## config.mk

```make
export PLATFORM = sky130hd
export DESIGN_NAME = hazard_scoreboard
export DESIGN_NICKNAME = d
export VERILOG_FILES = /design/src/rtl/hazard_scoreboard.sv
export SDC_FILE = /design/constraint.sdc
export NUM_CORES = 1
export LEC_CHECK = 0
export BUFFER_PORTS_ARGS = -buffer_cell sky130_fd_sc_hd__buf_2
export CAP_MARGIN = 30
export CORE_MARGIN = 10
export CORE_UTILIZATION = 50
export DETAILED_ROUTE_END_ITERATION = 16
export GPL_TIMING_DRIVEN = 0
export PLACE_DENSITY_LB_ADDON = 0.3
export SYNTH_ARGS = -nofsm -noshare
export SYNTH_HDL_FRONTEND = slang
export SYNTH_SLANG_ARGS = --single-unit
```

## constraint.sdc

```tcl
create_clock -name clock -period 5.5 [get_ports clock]
set_input_delay 0.825 -clock clock [delete_from_list [all_inputs] [get_ports clock]]
set_output_delay 0.825 -clock clock [all_outputs]
set_load 0.05 [all_outputs]
```

## src/rtl/hazard_scoreboard.sv

```systemverilog
// Load-use hazard scoreboard: tracks pending load results per architectural register
// and drives PC/IF-ID stall, ID/EX bubble, IF/ID flush and a saturating stall counter.
module hazard_scoreboard #(
    parameter int XLEN         = 32,
    parameter int NUM_REGS     = 32,
    parameter int LOAD_LATENCY = 1,
    parameter int CNT_W        = 16,
    localparam int RA_W        = $clog2(NUM_REGS)
) (
    input  logic                clock,
    input  logic                reset,
    input  logic                io_id_valid,
    input  logic [RA_W-1:0]     io_id_rs1,
    input  logic [RA_W-1:0]     io_id_rs2,
    input  logic                io_id_rs1_used,
    input  logic                io_id_rs2_used,
    input  logic                io_id_memRead,
    input  logic [RA_W-1:0]     io_id_rd,
    input  logic                io_mem_stall,
    input  logic                io_branch_taken,
    output logic                io_pc_stall,
    output logic                io_inst_stall,
    output logic                io_ctrl_bubble,
    output logic                io_flush,
    output logic [NUM_REGS-1:0] io_busy_mask,
    output logic [CNT_W-1:0]    io_stall_count
);

    localparam int            CW       = $clog2(LOAD_LATENCY + 1);
    localparam logic [CW-1:0] LOAD_CNT = CW'(LOAD_LATENCY);

    generate
        if (LOAD_LATENCY < 1 || LOAD_LATENCY > 7 || XLEN < 1) begin : g_paramCheck
            $error("hazard_scoreboard: LOAD_LATENCY must lie in 1..7");
        end
    endgenerate

    logic [CW-1:0]       r_cnt [NUM_REGS];
    logic [CNT_W-1:0]    r_stallCount;
    logic [NUM_REGS-1:0] w_busyMask;
    logic                w_rs1Hit;
    logic                w_rs2Hit;
    logic                w_hazard;
    logic                w_issue;
    logic                w_loadIssue;

    // x0 is hardwired to zero, so its slot never reports busy.
    always_comb begin
        w_busyMask = '0;
        for (int r = 1; r < NUM_REGS; r++) begin
            w_busyMask[r] = (r_cnt[r] != '0);
        end
    end

    assign w_rs1Hit    = io_id_rs1_used && (io_id_rs1 != '0) && w_busyMask[io_id_rs1];
    assign w_rs2Hit    = io_id_rs2_used && (io_id_rs2 != '0) && w_busyMask[io_id_rs2];
    assign w_hazard    = io_id_valid && (w_rs1Hit || w_rs2Hit);
    assign w_issue     = io_id_valid && !io_branch_taken && !io_mem_stall && !w_hazard;
    assign w_loadIssue = w_issue && io_id_memRead && (io_id_rd != '0);

    // A taken branch outranks a memory freeze, which outranks a load-use hazard.
    always_comb begin
        io_pc_stall    = 1'b0;
        io_inst_stall  = 1'b0;
        io_ctrl_bubble = 1'b0;
        io_flush       = 1'b0;
        if (io_branch_taken) begin
            io_flush       = 1'b1;
            io_ctrl_bubble = 1'b1;
        end else if (io_mem_stall) begin
            io_pc_stall   = 1'b1;
            io_inst_stall = 1'b1;
        end else if (w_hazard) begin
            io_pc_stall    = 1'b1;
            io_inst_stall  = 1'b1;
            io_ctrl_bubble = 1'b1;
        end
    end

    // A freshly issued load reloads its destination slot, overriding any older countdown.
    always_ff @(posedge clock or posedge reset) begin
        if (reset) begin
            for (int r = 0; r < NUM_REGS; r++) begin
                r_cnt[r] <= '0;
            end
        end else if (!io_mem_stall) begin
            for (int r = 0; r < NUM_REGS; r++) begin
                if (w_loadIssue && (io_id_rd == RA_W'(r))) begin
                    r_cnt[r] <= LOAD_CNT;
                end else if (r_cnt[r] != '0) begin
                    r_cnt[r] <= r_cnt[r] - CW'(1);
                end
            end
        end
    end

    always_ff @(posedge clock or posedge reset) begin
        if (reset) begin
            r_stallCount <= '0;
        end else if (!io_branch_taken && !io_mem_stall && w_hazard && (r_stallCount != '1)) begin
            r_stallCount <= r_stallCount + CNT_W'(1);
        end
    end

    assign io_busy_mask   = w_busyMask;
    assign io_stall_count = r_stallCount;

endmodule

```

==> results.md <==
* Status: finished, final reports clean
* RSZ-0062 raised after global routing: no
* Horiz. Die Dim at 94.06 µm
* Register bit total from synthesis at 47
* Most frequent cells in the layout: buf_2 (68), nand2_1 (49), dfrtp_1 (47)
* Mux cell area share after synthesis at 15.19%
* Routed wire length at 7070 µm
* Total track usage at 16.61%
* Tcrit/Tclk final at 70.60%
* CTS tree: built
* Most common library cell in the layout ignoring fill and taps: buf_2
* Skew-Pair Late Insertion Delay at 0.30 ns
* Power density over the cells at 236.3 nW/µm²
* CTS Sinks at 47
* Peak supply drop at 233.4 µV
* Global Route met1 Usage at 19.79%
* Area Overhead vs Synth at 19.71%
* Initial antenna violation count at 0
* Area of the mapped netlist at 2743 µm²
* Crit Reg-Reg Startpoint: io_stall_count[2]
* First-pass GRT wire length at 11980 µm
* Ant. Diodes at 0
* DIE HEIGHT at 94.06 µm
* Initial core utilization at 52.69%
* Fin Setup TNS at 0 ns
* Fraction of layout cells with a size suffix above 1 at 35.26%
* Nature of the critical path endpoint: output pin
* F_max at 257.5 MHz
* Syn Inst Count at 255
* # rows at 26
* Post-CTS Repair Setup Buffers at 0
* Input/output buffers at 66
* Met3 Track Usage GR at 5.116%
* Syn nets at 279
* Hpwl dp at 5521 µm
* Commonest register cell after synthesis: dfrtp_1
* MaxCap Viol Count at 0
* DRT Pass-1 Iters at 4
* WS Path Type: primary input to output pin
* Layout Nets at 353
* Largest family of logic cells by synthesized area: simple AND/OR/NAND/NOR gates
* Max FO, Critical Path at 10
* R2r setup slk at 3.10 ns
* Setup Skew at 0.004621 ns
* Post-layout minimum cycle time at 3.883 ns
* Total core area at 5205 µm²
* Total CTS buffers at 5
* DR vias/cell at 5.662
* Xor and xnor area share after synthesis at 4.790%
* Syn Area/Cell at 10.76 µm²
* EDFF count, synth at 0
* Data required, critical path at 4.68 ns
* Grt met2 use at 27.82%
* Vias in the first global route at 2445
* Post-synthesis compound-gate area fraction at 10.86%
* Slew @ Worst Pin at 0.5069 ns
* Reg2reg end: io_stall_count[15]
* H-tree depth at 2
* Root buffer cell: clkbuf_8
* Post-DRT Antenna Nets at 0
* Min-delay worst type: primary input to asynchronous set/reset pin
* Initial DRC count at 158
* Via count at 2259
* Ports at 75
* Post-synthesis cell type count at 47
* Clock transition at path regs at 0.08 ns
* Sequential fraction of the synthesis area at 42.88%
* Global route overflow at 0
* Worst slew margin at 66.08%
* Worst path arrival time at 3.06 ns
* DRC viols at 0
* # setup viols final at 0
* Post-CTS sizing at 0
* Lkg Pwr at 1.637 nW
* Worst-case reg-to-reg path depth at 7
* Hold Vio Cnt, Final at 0
* Die Area at 8847 µm²
* Final Max Tran Viols at 0
* Post-DR wirelength/cell at 17.72 µm
* Hold buffers post-CTS at 0
* Adder-Cell Fraction of Synth Area at 0.4562%
* Synth warn at 0
* Startpoint types: primary input
* Clock buffer depth at 2
* RePlAce Congestion at 0.9018
* Ys async rst share at 100.0%
* Synth Area in Simple Gates at 21.08%
* Largest net degree at the start of global routing at 39
* GRT Max-Usage Layer: met2
* Final Core Density at 63.08%
## routing by layer
layer | part of all wire (%) | vias to the layer above
met5 | 0 | -
met4 | 0.93 | 0
met3 | 8.2 | 6
met2 | 50 | 75
met1 | 41 | 1100
li1 | - | 1078
## synth_stat cells, drive strengths merged, types with 2 or more instances
cell type	n	area share, %
nand3b	2	1.5
nor3	5	0.91
o21ai	34	7.4
nand2	49	6.7
or4	2	0.55
mux2i	6	2.2
inv	4	0.55
nor2	7	0.96
nor4b	2	0.64
nor3b	2	0.55
buf	12	3.5
mux2	2	0.82
a22oi	2	0.73
or2	2	0.46
mux4	14	12
nand2b	6	1.4
nand4	6	1.9
nor2b	4	0.91
xor2	14	4.5
nor4	7	1.8
o22ai	2	0.46
nand3	8	2.3
dfrtp	47	43
clkbuf	4	0.55
## logic make-up after synthesis
logic type,count (synthesis)
AND/OR/NAND/NOR,104
flip-flops,47
AO/OA/AOI/OAI,45
multiplexers,22
buffers and inverters,20
XOR/XNOR,15
adder cells (fa/ha/maj),1
other,1
## worst max-delay path by stage
stage	endpoint	slack (ns)	startpoint
5_1_grt	io_pc_stall	1.51	io_id_rs1[0]
6_report	io_pc_stall	1.62	io_id_rs1[0]
3_5_place_dp	io_pc_stall	1.62	io_id_rs1[0]
2_1_floorplan	io_pc_stall	1.35	io_id_rs1[1]
3_3_place_gp	io_pc_stall	1.63	io_id_rs1[0]
4_1_cts	io_pc_stall	1.60	io_id_rs1[0]
## through the flow
| stage | setup WS (ns) | power (mW) | cell area [µm²] | hold WS [ns] | instances |
|---|---|---|---|---|---|
| final | 1.617 | 0.7758 | 3283 | 0.4412 | 399 |
| after global routing | 1.506 | 0.8154 | 3283 | 0.4332 | 399 |
| after CTS | 1.600 | 0.7825 | 3283 | 0.4357 | 399 |
| after detailed placement | 1.616 | 0.5410 | 3181 | 0.4781 | 392 |
| after global placement | 1.626 | 0.5369 | 3161 | 0.4730 | 391 |
| after floorplan | 1.350 | 0.4935 | 2743 | 0.7558 | 255 |
## critical path, cell delays in order
cell      delay (ns)
buf_4           0.17
mux4_2          0.50
mux2i_1         0.26
a22oi_2         0.13
a32oi_2         0.45
buf_6           0.21
nand2b_1        0.11
a21oi_1         0.08
buf_4           0.13
buf_2           0.20
## sequential cells by signal, indices dropped and copies added, names as in the netlist
name and count:
io_busy_mask 31, io_stall_count 16
## report_power, final
| group | total (mW) | switching (mW) | internal [mW] |
|---|---|---|---|
| Combinational | 0.163 | 0.113 | 0.0498 |
| Clock | 0.242 | 0.109 | 0.133 |
| Sequential | 0.371 | 0.0154 | 0.356 |
## cell type report
type	count	area, µm²
inverters	4	15.01
well taps	70	87.58
multi-input cells	188	1440
fillers	431	1922
clock buffers	6	72.57
repair buffers	67	350.3
flip-flops and latches	47	1176
plain buffers	16	111.4
clock inverters	1	30.03
(Power assumes the default switching activity.)
